--- config.mk ---
export PLATFORM = sky130hd
export DESIGN_NAME = bmf_err_monitor_flat
export DESIGN_NICKNAME = d
export VERILOG_FILES = /design/src/rtl/bmf_err_pkg.sv /design/src/rtl/bmf_err_monitor_if.sv /design/src/rtl/bmf_err_sample_stage.sv /design/src/rtl/bmf_err_monitor.sv /design/src/flat_wrapper.sv
export SDC_FILE = /design/constraint.sdc
export NUM_CORES = 1
export LEC_CHECK = 0
export CELL_PAD_IN_SITES_DETAIL_PLACEMENT = 1
export CELL_PAD_IN_SITES_GLOBAL_PLACEMENT = 1
export CORE_ASPECT_RATIO = 0.7
export CORE_MARGIN = 4
export CORE_UTILIZATION = 44
export DETAILED_ROUTE_END_ITERATION = 7
export GPL_ROUTABILITY_DRIVEN = 0
export PLACE_DENSITY_LB_ADDON = 0.1
export SYNTH_ARGS = -nofsm -noshare
export SYNTH_HDL_FRONTEND = slang
export SYNTH_HIERARCHICAL = 1
export SYNTH_SLANG_ARGS = --single-unit
--- constraint.sdc ---
create_clock -name clk -period 5.9 [get_ports clk]
set_input_delay 0.59 -clock clk [delete_from_list [all_inputs] [get_ports clk]]
set_output_delay 0.59 -clock clk [all_outputs]
set_load 0.05 [all_outputs]
--- src/rtl/bmf_err_pkg.sv ---
// rtl/bmf_err_pkg.sv - shared types, default widths and saturating-add helpers for bmf_err_monitor
package bmf_err_pkg;

    typedef enum logic [1:0] {
        ST_IDLE  = 2'd0,
        ST_RUN   = 2'd1,
        ST_DRAIN = 2'd2,
        ST_DONE  = 2'd3
    } state_t;

    localparam int OUT_W_DEF = 4;
    localparam int CNT_W_DEF = 16;
    localparam int ACC_W_DEF = 24;

    // Operands are zero-extended to 64 bits by the caller; max_v is the all-ones value of the target width.
    function automatic logic [63:0] sat_add(input logic [63:0] a, input logic [63:0] b,
                                            input logic [63:0] max_v);
        logic [64:0] s;
        s = {1'b0, a} + {1'b0, b};
        return (s > {1'b0, max_v}) ? max_v : s[63:0];
    endfunction

    function automatic logic sat_ovf(input logic [63:0] a, input logic [63:0] b,
                                     input logic [63:0] max_v);
        logic [64:0] s;
        s = {1'b0, a} + {1'b0, b};
        return s > {1'b0, max_v};
    endfunction

endpackage

--- src/rtl/bmf_err_monitor_if.sv ---
// rtl/bmf_err_monitor_if.sv - exact/approx sample stream between partition block and monitor
interface bmf_err_monitor_if #(
    parameter int OUT_W = bmf_err_pkg::OUT_W_DEF
);
    logic             in_valid;
    logic             in_ready;
    logic [OUT_W-1:0] exact_out;
    logic [OUT_W-1:0] approx_out;

    modport master (output in_valid, output exact_out, output approx_out, input in_ready);
    modport slave  (input in_valid, input exact_out, input approx_out, output in_ready);
endinterface

--- src/rtl/bmf_err_sample_stage.sv ---
// rtl/bmf_err_sample_stage.sv - S1: per-sample xor/popcount/absdiff (and square with BMF_ERR_MONITOR_SQERR_EN)
module bmf_err_sample_stage
    import bmf_err_pkg::*;
#(
    parameter int OUT_W = OUT_W_DEF,
    parameter int PC_W  = $clog2(OUT_W + 1)
) (
    input  logic               clk,
    input  logic               rst_n,
    input  logic               i_load,
    input  logic [OUT_W-1:0]   i_exact,
    input  logic [OUT_W-1:0]   i_approx,
    output logic [PC_W-1:0]    o_popcnt,
    output logic [OUT_W-1:0]   o_absdiff,
    output logic               o_neq
`ifdef BMF_ERR_MONITOR_SQERR_EN
    ,
    output logic [2*OUT_W-1:0] o_sqerr
`endif
);
    logic [OUT_W-1:0]   w_xor;
    logic [OUT_W:0]     w_diff;
    logic [OUT_W:0]     w_diff_neg;
    logic [OUT_W-1:0]   w_abs;
    logic [PC_W-1:0]    w_pop;
    logic [OUT_W-1:0]   r_xor;
    logic [PC_W-1:0]    r_pop;
    logic [OUT_W-1:0]   r_abs;

    // One extra bit on the subtract gives the sign; negate when exact < approx.
    always_comb begin
        w_xor      = i_exact ^ i_approx;
        w_pop      = PC_W'($countones(w_xor));
        w_diff     = {1'b0, i_exact} - {1'b0, i_approx};
        w_diff_neg = -w_diff;
        w_abs      = w_diff[OUT_W] ? w_diff_neg[OUT_W-1:0] : w_diff[OUT_W-1:0];
    end

    // Capture only on an accepted pair so stalls leave the stage untouched.
    always_ff @(posedge clk) begin
        if (!rst_n) begin
            r_xor <= '0;
            r_pop <= '0;
            r_abs <= '0;
        end else if (i_load) begin
            r_xor <= w_xor;
            r_pop <= w_pop;
            r_abs <= w_abs;
        end
    end

`ifdef BMF_ERR_MONITOR_SQERR_EN
    logic [2*OUT_W-1:0] r_sq;

    // Square of the absolute error, registered alongside the other S1 terms.
    always_ff @(posedge clk) begin
        if (!rst_n) begin
            r_sq <= '0;
        end else if (i_load) begin
            r_sq <= (2*OUT_W)'(w_abs) * (2*OUT_W)'(w_abs);
        end
    end

    assign o_sqerr = r_sq;
`endif

    assign o_popcnt  = r_pop;
    assign o_absdiff = r_abs;
    assign o_neq     = |r_xor;

endmodule

--- src/rtl/bmf_err_monitor.sv ---
// rtl/bmf_err_monitor.sv - windowed error-statistics monitor; BMF_ERR_MONITOR_SQERR_EN adds sq_err_sum
module bmf_err_monitor
    import bmf_err_pkg::*;
#(
    parameter int OUT_W = OUT_W_DEF,
    parameter int CNT_W = CNT_W_DEF,
    parameter int ACC_W = ACC_W_DEF
) (
    input  logic               clk,
    input  logic               rst_n,
    input  logic               start,
    input  logic [CNT_W-1:0]   win_len,
    bmf_err_monitor_if.slave   s_in,
    output logic               busy,
    output logic               done,
    input  logic               done_ack,
    output logic [CNT_W-1:0]   sample_cnt,
    output logic [CNT_W-1:0]   err_cnt,
    output logic [ACC_W-1:0]   hd_sum,
    output logic [ACC_W-1:0]   abs_err_sum,
    output logic [OUT_W-1:0]   max_abs_err,
    output logic               sat
`ifdef BMF_ERR_MONITOR_SQERR_EN
    ,
    output logic [2*ACC_W-1:0] sq_err_sum
`endif
);
    localparam int          PC_W    = $clog2(OUT_W + 1);
    localparam logic [63:0] CNT_MAX = (64'd1 << CNT_W) - 64'd1;
    localparam logic [63:0] ACC_MAX = (64'd1 << ACC_W) - 64'd1;

    state_t             r_state, w_next;
    logic [CNT_W-1:0]   r_target, r_acc_cnt;
    logic               r_s1_valid, r_s2_valid;
    logic               w_in_ready, w_accept, w_clear, w_busy, w_done, w_clamp;
    logic [PC_W-1:0]    w_pop;
    logic [OUT_W-1:0]   w_abs;
    logic               w_neq;
    logic [CNT_W-1:0]   r_sample_cnt, r_err_cnt;
    logic [ACC_W-1:0]   r_hd_sum, r_abs_sum;
    logic [OUT_W-1:0]   r_max;
    logic               r_sat;
`ifdef BMF_ERR_MONITOR_SQERR_EN
    localparam logic [63:0] SQ_MAX = (64'd1 << (2*ACC_W)) - 64'd1;
    logic [2*OUT_W-1:0] w_sq;
    logic [2*ACC_W-1:0] r_sq_sum;
`endif

    assign w_accept = s_in.in_valid & w_in_ready;

    bmf_err_sample_stage #(.OUT_W(OUT_W), .PC_W(PC_W)) u_stage (
        .clk       (clk),
        .rst_n     (rst_n),
        .i_load    (w_accept),
        .i_exact   (s_in.exact_out),
        .i_approx  (s_in.approx_out),
        .o_popcnt  (w_pop),
        .o_absdiff (w_abs),
        .o_neq     (w_neq)
`ifdef BMF_ERR_MONITOR_SQERR_EN
        ,
        .o_sqerr   (w_sq)
`endif
    );

    // Window FSM state register.
    always_ff @(posedge clk) begin
        if (!rst_n) r_state <= ST_IDLE;
        else        r_state <= w_next;
    end

    // Next state and handshake outputs; DRAIN holds until both pipeline stages are empty.
    always_comb begin
        w_next     = r_state;
        w_in_ready = 1'b0;
        w_busy     = 1'b0;
        w_done     = 1'b0;
        w_clear    = 1'b0;
        case (r_state)
            ST_IDLE: begin
                if (start) begin
                    w_clear = 1'b1;
                    w_next  = (win_len == '0) ? ST_DONE : ST_RUN;
                end
            end
            ST_RUN: begin
                w_busy     = 1'b1;
                w_in_ready = (r_acc_cnt < r_target);
                if (w_accept && (r_acc_cnt == r_target - 1'b1)) w_next = ST_DRAIN;
            end
            ST_DRAIN: begin
                w_busy = 1'b1;
                if (!r_s1_valid && !r_s2_valid) w_next = ST_DONE;
            end
            ST_DONE: begin
                w_done = 1'b1;
                if (done_ack) w_next = ST_IDLE;
            end
            default: w_next = ST_IDLE;
        endcase
    end

    // Window target, accept counter and pipeline valid tracking.
    always_ff @(posedge clk) begin
        if (!rst_n) begin
            r_target   <= '0;
            r_acc_cnt  <= '0;
            r_s1_valid <= 1'b0;
            r_s2_valid <= 1'b0;
        end else begin
            r_s1_valid <= w_accept;
            r_s2_valid <= r_s1_valid;
            if (w_clear) begin
                r_target  <= win_len;
                r_acc_cnt <= '0;
            end else if (w_accept) begin
                r_acc_cnt <= r_acc_cnt + 1'b1;
            end
        end
    end

    // Any accumulator that would overflow this cycle raises the sticky flag.
    always_comb begin
        w_clamp = sat_ovf(64'(r_sample_cnt), 64'd1, CNT_MAX)
                | sat_ovf(64'(r_err_cnt), 64'(w_neq), CNT_MAX)
                | sat_ovf(64'(r_hd_sum), 64'(w_pop), ACC_MAX)
                | sat_ovf(64'(r_abs_sum), 64'(w_abs), ACC_MAX);
`ifdef BMF_ERR_MONITOR_SQERR_EN
        w_clamp = w_clamp | sat_ovf(64'(r_sq_sum), 64'(w_sq), SQ_MAX);
`endif
    end

    // S2: fold one S1 result into the window statistics, clamping at all-ones.
    always_ff @(posedge clk) begin
        if (!rst_n || w_clear) begin
            r_sample_cnt <= '0;
            r_err_cnt    <= '0;
            r_hd_sum     <= '0;
            r_abs_sum    <= '0;
            r_max        <= '0;
            r_sat        <= 1'b0;
`ifdef BMF_ERR_MONITOR_SQERR_EN
            r_sq_sum     <= '0;
`endif
        end else if (r_s1_valid) begin
            r_sample_cnt <= CNT_W'(sat_add(64'(r_sample_cnt), 64'd1, CNT_MAX));
            r_err_cnt    <= CNT_W'(sat_add(64'(r_err_cnt), 64'(w_neq), CNT_MAX));
            r_hd_sum     <= ACC_W'(sat_add(64'(r_hd_sum), 64'(w_pop), ACC_MAX));
            r_abs_sum    <= ACC_W'(sat_add(64'(r_abs_sum), 64'(w_abs), ACC_MAX));
            r_max        <= (w_abs > r_max) ? w_abs : r_max;
            r_sat        <= r_sat | w_clamp;
`ifdef BMF_ERR_MONITOR_SQERR_EN
            r_sq_sum     <= (2*ACC_W)'(sat_add(64'(r_sq_sum), 64'(w_sq), SQ_MAX));
`endif
        end
    end

    assign s_in.in_ready = w_in_ready;
    assign busy          = w_busy;
    assign done          = w_done;
    assign sample_cnt    = r_sample_cnt;
    assign err_cnt       = r_err_cnt;
    assign hd_sum        = r_hd_sum;
    assign abs_err_sum   = r_abs_sum;
    assign max_abs_err   = r_max;
    assign sat           = r_sat;
`ifdef BMF_ERR_MONITOR_SQERR_EN
    assign sq_err_sum    = r_sq_sum;
`endif

endmodule

--- src/flat_wrapper.sv ---
// flat-port wrapper written by rule: the top's interface ports become plain ports
module bmf_err_monitor_flat import bmf_err_pkg::*;
#(
    parameter int OUT_W = OUT_W_DEF,
    parameter int CNT_W = CNT_W_DEF,
    parameter int ACC_W = ACC_W_DEF
)
  (clk, rst_n, start, win_len, busy, done, done_ack, sample_cnt, err_cnt, hd_sum, abs_err_sum, max_abs_err, sat, s_in_in_valid, s_in_exact_out, s_in_approx_out, s_in_in_ready);
  bmf_err_monitor_if #(.OUT_W(OUT_W)) s_in_i ();
  input  logic clk;
  input  logic rst_n;
  input  logic start;
  input  logic [CNT_W-1:0] win_len;
  output logic busy;
  output logic done;
  input  logic done_ack;
  output logic [CNT_W-1:0] sample_cnt;
  output logic [CNT_W-1:0] err_cnt;
  output logic [ACC_W-1:0] hd_sum;
  output logic [ACC_W-1:0] abs_err_sum;
  output logic [OUT_W-1:0] max_abs_err;
  output logic sat;
  input wire logic [$bits(s_in_i.in_valid)-1:0] s_in_in_valid;
  input wire logic [$bits(s_in_i.exact_out)-1:0] s_in_exact_out;
  input wire logic [$bits(s_in_i.approx_out)-1:0] s_in_approx_out;
  output wire logic [$bits(s_in_i.in_ready)-1:0] s_in_in_ready;
  assign s_in_i.in_valid = s_in_in_valid;
  assign s_in_i.exact_out = s_in_exact_out;
  assign s_in_i.approx_out = s_in_approx_out;
  assign s_in_in_ready = s_in_i.in_ready;
  bmf_err_monitor #(.OUT_W(OUT_W), .CNT_W(CNT_W), .ACC_W(ACC_W)) u_core (.clk(clk), .rst_n(rst_n), .start(start), .win_len(win_len), .s_in(s_in_i), .busy(busy), .done(done), .done_ack(done_ack), .sample_cnt(sample_cnt), .err_cnt(err_cnt), .hd_sum(hd_sum), .abs_err_sum(abs_err_sum), .max_abs_err(max_abs_err), .sat(sat));
endmodule
# == Word-level counts from Yosys, hierarchy flattened ==
# Cells that the tools add are included.
# totals
reg_bits,132
word_cells,75
in_bits,29
output_inout_bits,88
# op_classes
n_reduce_logical,13
n_addsub,11
mux,16
n_bitwise,7
eq_ne,8
magnitude_cmp,6
# ops
op,n
25-bit by 24-bit > comparator with 1-bit output (second input constant),2
24-bit 2-to-1 mux,2
17-bit by 16-bit > comparator with 1-bit output (second input constant),2
16-bit 2-to-1 mux,2
24-bit by 3-bit adder with 25-bit output,1
24-bit by 4-bit adder with 25-bit output,1
16-bit by 1-bit adder with 17-bit output,1
16-bit by 1-bit adder with 17-bit output (second input constant),1
16-bit by 1-bit adder with 16-bit output (second input constant),1
16-bit == test,1
16-bit logical NOT,1
16-bit less-than comparator,1
16-bit by 1-bit subtractor with 16-bit output (second input constant),1
2-bit 2-to-1 mux,5
2-bit case mux with 4 select lines,1
1-bit 2-to-1 mux,5
4-bit by 4-bit subtractor with 5-bit output,1
1-bit by 1-bit adder with 2-bit output,2
2-bit == test (second input constant),2
4-bit > comparator,1
4-bit 2-to-1 mux,1
2-bit by 1-bit != test with 1-bit output (second input constant),2
2-bit != test (second input constant),2
4-bit negation,1
14 further kinds,21

# == Longest topological paths before layout ==
# Gate-level depths: netlist of the first run.
# logic_depth
depth_word,7
ltp_mapped,13
depth_no_buf,10

# == Modules after synthesis ==
# Netlist of the first run, hierarchy kept.
# by_module_without_submodules
module,seq_area_each_um2,cells_each,area_each_um2,n_inst
bmf_err_monitor,2422.3,845,6841.6,1
bmf_err_sample_stage,200.2,66,636.9,1

# == Least setup slack after synthesis of the first run ==
# Ideal clock, no wire load.
# synth_timing
kind,register to register
startpoint,register u_core.r_target[1]
endpoint,register u_core.r_state[0]
path_slack_ns,3.018
required_ns,5.828
n_path_buf,0
synth_period_minus_slack_ns,2.882
path_stages_with_launch,10
setup_ns,0.072
arrival_time_ns,2.810
path_cell_list,dfxtp_1 inv_1 ha_1 or4b_4 or4_1 o311a_1 and2_0 or4_1 o41ai_2 mux2i_1
# synth_via
elab_chain_cells,6
elab_cells_between_ends,8
cone_classes,add/sub: 1; order compare: 1; eq/ne: 2; mux: 1; bitwise: 1; reduce/logical: 2
# synth_rtl
item,line,rtl
from (decl),bmf_err_monitor.sv:33,"logic [CNT_W-1:0] r_target, r_acc_cnt;"
from (signal assigned),bmf_err_monitor.sv:114,r_target <= win_len;
"parallel branches: the longest is 3 deep, another holds 16-bit by 1-bit subtractor with 16-bit output",n/a,
1-bit logical AND *,bmf_err_monitor.sv:89,if (w_accept && (r_acc_cnt == r_target - 1'b1)) w_next = ST_DRAIN;
2-bit by 1-bit != test with 1-bit output (no line) *,n/a,
4-bit AND reduction (no line) *,n/a,
to (signal assigned),bmf_err_monitor.sv:69,else r_state <= w_next;
to (decl),bmf_err_monitor.sv:32,"state_t r_state, w_next;"
# Every way passes the cells marked *.
# A chain may end at the register's enable or synchronous reset.

# == Worst setup path after layout of the first run ==
# layout_timing
startpoint,register u_core.r_target[9]
endpoint,output s_in_in_ready
# layout_via
elab_chain_cells,2
# layout_rtl
item,line,rtl
16-bit less-than comparator,bmf_err_monitor.sv:88,w_in_ready = (r_acc_cnt < r_target);
1-bit 2-to-1 mux,bmf_err_monitor.sv:79,case (r_state)
to (decl),flat_wrapper.sv:26,output wire logic [$bits(s_in_i.in_ready)-1:0] s_in_in_ready;
# No other way between the ends.

==> results.cfg, run 1 <==
[status]
status = complete, no violations

[placed_design]
numPortBuffers = 116
dpl.cell_count = 1217
hpwlAfterDp_mm = 16.3

[logic_synthesis]
postSynth.topFlopCell = sky130_fd_sc_hd__dfxtp_1
flip_flop_and_latch_count_after_synthesis = 131
syn-cell-area_um2 = 7480
synthTopCellsByArea = sky130_fd_sc_hd__dfxtp_1 (35%), sky130_fd_sc_hd__ha_1 (7.5%), sky130_fd_sc_hd__nand2_1 (4.6%), sky130_fd_sc_hd__a21oi_1 (4.4%), sky130_fd_sc_hd__xor2_1 (4.0%)
seq_area_frac_synth_pct = 35.1
synth_cell_type_count = 62
most_used_standard_cells_in_the_synthesized_netlist = sky130_fd_sc_hd__dfxtp_1 (131), sky130_fd_sc_hd__nand2_1 (91), sky130_fd_sc_hd__nor2_1 (77)
synth_edf_count = 0
async_reset_ff_share_pct = 0
synthesis.nets = 989
ys_warns = 6
syn_inst = 911
synth_top_area_share_pct = 35.1
synthMostInstantiatedCell = sky130_fd_sc_hd__dfxtp_1
syn_area_per_cell_um2 = 8.21
yosys.area.top_type = sky130_fd_sc_hd__dfxtp_1

[critical_path]
criticalPathCategory = flip-flop to primary output
timing.critical_path.from_type = flip-flop
crit_arrival_ps = 2880
timing.critical_path.fanout_max = 7
critical_path.top_delay_family = buffers and inverters
critical_path.cell_chain = inv_1 -> ha_1 -> a211oi_1 -> o21ai_0 -> nand4_1 -> nand4b_1 -> nor2_1 -> clkdlybuf4s50_1
crit_required_ps = 5310
worst_setup_path_end_kind = primary output
slowest_delay_ps = 820
worst-path-buf-inv = 2
cp_slowest_cell = sky130_fd_sc_hd__clkdlybuf4s50_1

[flow_run]
max-cap-violations = 0

[die]
starting_density_of_the_core_pct = 45.3
die-width_um = 164
overall_die_area_um2 = 19200
fp.coreArea_um2 = 16500
placement_rows = 39
i_o_pin_count = 117
die_h_um = 117

[layout]
area_grow_syn2layout_pct = 25.3
fillCellCount = 2001
net_count_final = 1089
num_antenna_cells = 0
final_cells = 1248
final_layout_size_suffix_gt1_share_pct = 4.50
utilization_pct = 56.8

[pwr]
switching_share_pct = 30.6
seqPwrFrac_pct = 37.2
share_comb_of_total_power_pct = 21.9
intPower_w = 0.00184
finalPower_w = 0.00266
p_leak_nw = 3.37
peakVddDrop_uv = 169
share_clk_of_total_power_pct = 41.0
power.net_switching_w = 0.000814
power.density_cell_area_nw_per_um2 = 284

[clocking]
cts_root_buffer = sky130_fd_sc_hd__clkbuf_16
ctsHoldBuffers = 0
path_clk_slew_ps = 60
postCtsSetupBuffers = 0
cts-resized-gates = 0
cts_tree = yes
cts_buffers = 17
tritoncts_num_sinks = 131
htreeDepth = 4
cts-root-to-sink-buffers = 2
clkLatencyLatePin_ps = 410

[sta]
totalNegativeSetupSlack_ps = 0
worst_pin_slew_ps = 1180
layout_worst_path_cycle_share_pct = 58.9
report.final.slew_viol_count = 0
finalCriticalPeriod_ps = 3470
clock_skew_ps = 6.22
setup_viol_count_final = 0
max_freq_mhz = 288
unrepaired_setup_endpoints_after_global_routing = no
finalHoldViolations = 0
max_slew_margin_pct = 20.3

[worst_hold_path]
hold_class = flip-flop to flip-flop

[route]
viasPerCell = 5.65
first_iter_violations = 490
routed_wirelength_mm = 22.9
drt_pre_antenna_iters = 5
drc = 0
drtAntennaViolNets = 0
routedWlPerCell_um = 18.4
routed-via-count = 7048

[global_route]
groute.usage.overall_pct = 24.1
grt_antenna_before_repair = 0
grt_start_max_net_pins = 51
grt.met3_usage_pct = 3.68
grt.overflow.total = 0
groute.layer.met2.usage_pct = 37.3
grt_busiest_layer = met2
wire_length_of_the_first_global_routing_pass_mm = 37.1
groute.layer.met1.usage_pct = 35.0
number_of_global_route_vias_before_repair = 7033
-- cell families after synthesis --
family                   after synthesis  synth area share [%]
buffers and inverters                 92                  5.07
XOR/XNOR                              67                  8.03
AND/OR/NAND/NOR                      354                  24.3
AO/OA/AOI/OAI                        206                  17.3
multiplexers                          12                  1.61
flip-flops                           131                  35.1
adder cells (fa/ha/maj)               49                  8.60
-- state kept, by name, summed over array words and instances (netlist names), 3 cells and up --
signal / flops
u_core/max_abs_err: 4
u_core/u_stage/r_xor: 3
u_core/r_target: 16
u_core/u_stage/o_popcnt: 3
u_core/hd_sum: 24
u_core/err_cnt: 16
u_core/r_acc_cnt: 16
u_core/sample_cnt: 16
u_core/abs_err_sum: 24
u_core/u_stage/o_absdiff: 4
-- layout make-up --
type / count / area (um2) / area share, %
well taps: 225 / 282 / 3.00
multi-input cells: 688 / 4480 / 47.8
flip-flops and latches: 131 / 2620 / 28.0
inverters: 54 / 203 / 2.16
clock buffers: 22 / 474 / 5.06
clock inverters: 9 / 129 / 1.37
repair buffers: 119 / 1180 / 12.6
-- placed cells by master (no fill, tap or decap), types with 4 or more instances in the layout --
cell type                         count
sky130_fd_sc_hd__o211a_1              5
sky130_fd_sc_hd__a211oi_1            14
sky130_fd_sc_hd__xor2_1              34
sky130_fd_sc_hd__and2_1              13
sky130_fd_sc_hd__fa_1                 4
sky130_fd_sc_hd__a21boi_0            18
sky130_fd_sc_hd__a41oi_1              4
sky130_fd_sc_hd__a21o_1               4
sky130_fd_sc_hd__clkbuf_16           17
sky130_fd_sc_hd__mux2i_1             12
sky130_fd_sc_hd__xnor2_1             32
sky130_fd_sc_hd__nand4b_1             4
sky130_fd_sc_hd__and4_1              12
sky130_fd_sc_hd__and3_1              22
sky130_fd_sc_hd__a21oi_1             66
sky130_fd_sc_hd__dfxtp_1            130
sky130_fd_sc_hd__nor2_1              77
sky130_fd_sc_hd__o21ai_0             46
sky130_fd_sc_hd__nand2_1             90
sky130_fd_sc_hd__nor3_1              25
sky130_fd_sc_hd__a311oi_1             6
sky130_fd_sc_hd__nand3b_1             6
sky130_fd_sc_hd__or4_1                7
sky130_fd_sc_hd__or3_1                4
sky130_fd_sc_hd__clkdlybuf4s50_1    116
sky130_fd_sc_hd__a31oi_1             22
sky130_fd_sc_hd__nand2b_1             7
sky130_fd_sc_hd__inv_1               52
sky130_fd_sc_hd__nand3_1             25
sky130_fd_sc_hd__nor2b_1              9
sky130_fd_sc_hd__ha_1                45
sky130_fd_sc_hd__nand4_1             29
sky130_fd_sc_hd__nor4_1               9
-- final timing paths --
path	start	to	slack (ps)	cells after the start
setup / recovery	u_core/r_target[9]	s_in_in_ready	2430	8
hold / removal	u_core/u_stage/r_xor[3]	u_core/u_stage/r_xor[3]	490	1
setup reg to reg	u_core/r_target[1]	u_core/r_state[1]	2700	9
hold reg to reg	u_core/u_stage/r_xor[3]	u_core/u_stage/r_xor[3]	490	1
-- power by group through the flow --
stage	Sequential [W]	Clock [W]	Combinational, W
2_1_floorplan	0.000997	0	0.000410
3_3_place_gp	0.00100	0	0.000558
3_5_place_dp	0.00100	0	0.000574
4_1_cts	0.000987	0.00111	0.000581
5_1_grt	0.000994	0.00116	0.000641
6_report	0.000988	0.00109	0.000581
-- metal layers --
| layer | routed length, um | vias to the layer above |
|---|---|---|
| met3 | 1050 | 14 |
| li1 | - | 3460 |
| met5 | 0 | - |
| met1 | 11600 | 3416 |
| met2 | 10100 | 158 |
| met4 | 206 | 0 |
-- stage by stage --
stage / area (um2) / setup WS, ps / hold slack, ps
global placement: 8770 / 2820 / 460
detailed placement: 8770 / 2750 / 465
CTS: 9370 / 2390 / 490
floorplan: 7480 / 3020 / 446
global route: 9370 / 2140 / 503
finish: 9370 / 2430 / 490
Power figures use the tool's default switching activity.
==> inputs of run 2 (changes only) <==
Settings changed: CORE_UTILIZATION 44 to 41.
Clock period 5.9 ns to 3.5 ns, I/O delays scaled along.
==> results.cfg, run 2 (synthesis gave the netlist of run 1 again) <==
[clocking]
cts_buffers = 17
cts-root-to-sink-buffers = 2
tritoncts_num_sinks = 131
cts_tree = yes
cts_root_buffer = sky130_fd_sc_hd__clkbuf_16
cts-resized-gates = 0
path_clk_slew_ps = 60
postCtsSetupBuffers = 0
ctsHoldBuffers = 0
htreeDepth = 4
clkLatencyLatePin_ps = 420

[die]
fp.coreArea_um2 = 18000
overall_die_area_um2 = 20500
starting_density_of_the_core_pct = 41.7
placement_rows = 41
die_h_um = 121
die-width_um = 169
i_o_pin_count = 117

[layout]
layout.cells.most_common = sky130_fd_sc_hd__dfxtp_1
utilization_pct = 52.8
layout_common_cells = sky130_fd_sc_hd__dfxtp_1 (130), sky130_fd_sc_hd__clkdlybuf4s50_1 (116), sky130_fd_sc_hd__nand2_1 (90), sky130_fd_sc_hd__nor2_1 (77), sky130_fd_sc_hd__a21oi_1 (66)
final_layout_size_suffix_gt1_share_pct = 5.33
area_grow_syn2layout_pct = 26.8
fillCellCount = 2149
net_count_final = 1097
num_antenna_cells = 0

[route]
drc = 0
drt_pre_antenna_iters = 5
viasPerCell = 5.58
drtAntennaViolNets = 0
routed_wirelength_mm = 22.8
routedWlPerCell_um = 18.0
routed-via-count = 7074
first_iter_violations = 378

[status]
status = complete, no violations

[critical_path]
crit_required_ps = 3850
r2r-start = u_core/r_target[1]
cp-startpoint = u_core/r_target[1]
timing.critical_path.fanout_max = 5
crit_arrival_ps = 3590
worstReg2RegEnd = u_core/r_state[0]
worst_setup_path_end_kind = flip-flop
worst-r2r-cell-count = 9
rrSetupSlack_ps = 260
cp-endpoint = u_core/r_state[0]
criticalPathCategory = flip-flop to flip-flop
timing.critical_path.from_type = flip-flop

[sta]
unrepaired_setup_endpoints_after_global_routing = no
finalHoldViolations = 0
report.final.slew_viol_count = 0
worst_pin_slew_ps = 878
max_slew_margin_pct = 41.5
worst_hold_slack_ps = 481
max_freq_mhz = 309
finalCriticalPeriod_ps = 3240
clock_skew_ps = 9.43
layout_worst_path_cycle_share_pct = 92.6
totalNegativeSetupSlack_ps = 0
setup_viol_count_final = 0

[global_route]
wire_length_of_the_first_global_routing_pass_mm = 37.8
grt_antenna_before_repair = 0
groute.usage.overall_pct = 22.7
grt.overflow.total = 0
number_of_global_route_vias_before_repair = 7330
grt_start_max_net_pins = 79

[flow_run]
max-cap-violations = 0

[pwr]
p_leak_nw = 3.42
power.density_cell_area_nw_per_um2 = 479
peakVddDrop_uv = 296

[placed_design]
numPortBuffers = 116
hpwlAfterDp_mm = 16.2

[worst_hold_path]
hold_class = flip-flop to flip-flop
[run 2: area by class of cell]
| type | instances | area, um2 | area share, % |
|---|---|---|---|
| clock inverter | 8 | 124 | 1.31 |
| clock buffer | 23 | 498 | 5.25 |
| inverter | 54 | 203 | 2.14 |
| tap | 236 | 295 | 3.12 |
| timing repair buffer | 127 | 1260 | 13.3 |
| multi-input combinational | 688 | 4480 | 47.3 |
| sequential | 131 | 2620 | 27.7 |
[run 2: report_power, final]
part           internal [W]  switching [W]  total, W  leakage, nW
registers           0.00156      0.0000961   0.00166         1.06
logic              0.000392       0.000616   0.00101         2.06
clock network       0.00121       0.000664   0.00187        0.301
[run 2: critical path, cell delays in order, from the launching register on]
cell	delay, ps
sky130_fd_sc_hd__dfxtp_1	340
sky130_fd_sc_hd__inv_1	90
sky130_fd_sc_hd__ha_1	250
sky130_fd_sc_hd__or4b_4	520
sky130_fd_sc_hd__or4_1	480
sky130_fd_sc_hd__o311a_1	120
sky130_fd_sc_hd__and2_0	130
sky130_fd_sc_hd__or4_1	530
sky130_fd_sc_hd__o41ai_2	460
sky130_fd_sc_hd__mux2i_1	240
[run 2: metal layers]
metal | global-route usage [%] | part of all wire, % | vias up
li1 | - | - | 3465
met1 | 32.7 | 51 | 3456
met2 | 34.7 | 44 | 131
met3 | 4.66 | 3.8 | 22
met4 | 6.13 | 1.5 | 0
met5 | 0 | 0 | -
[run 2: worst min path at each step]
stage / endpoint / slack (ps) / startpoint / cells past startpoint
after detailed placement: u_core/u_stage/r_xor[3] / 470 / u_core/u_stage/r_xor[3] / 1
final: u_core/u_stage/r_xor[3] / 480 / u_core/u_stage/r_xor[3] / 1
after floorplan: u_core/u_stage/r_xor[3] / 450 / u_core/u_stage/r_xor[3] / 1
after global routing: u_core/u_stage/r_xor[3] / 510 / u_core/u_stage/r_xor[3] / 1
after CTS: u_core/u_stage/r_xor[3] / 480 / u_core/u_stage/r_xor[3] / 1
after global placement: u_core/u_stage/r_xor[3] / 450 / u_core/u_stage/r_xor[3] / 1
[run 2: metrics by stage]
step                      instances  total power [W]  instance area [um2]  setup slack, ps
after floorplan                 911          0.00237                 7480              618
after global placement         1236          0.00265                 8860              368
after detailed placement       1236          0.00269                 8860              272
after CTS                      1267          0.00457                 9480              255
after global routing           1267          0.00478                 9480              108
final                          1267          0.00454                 9480              259
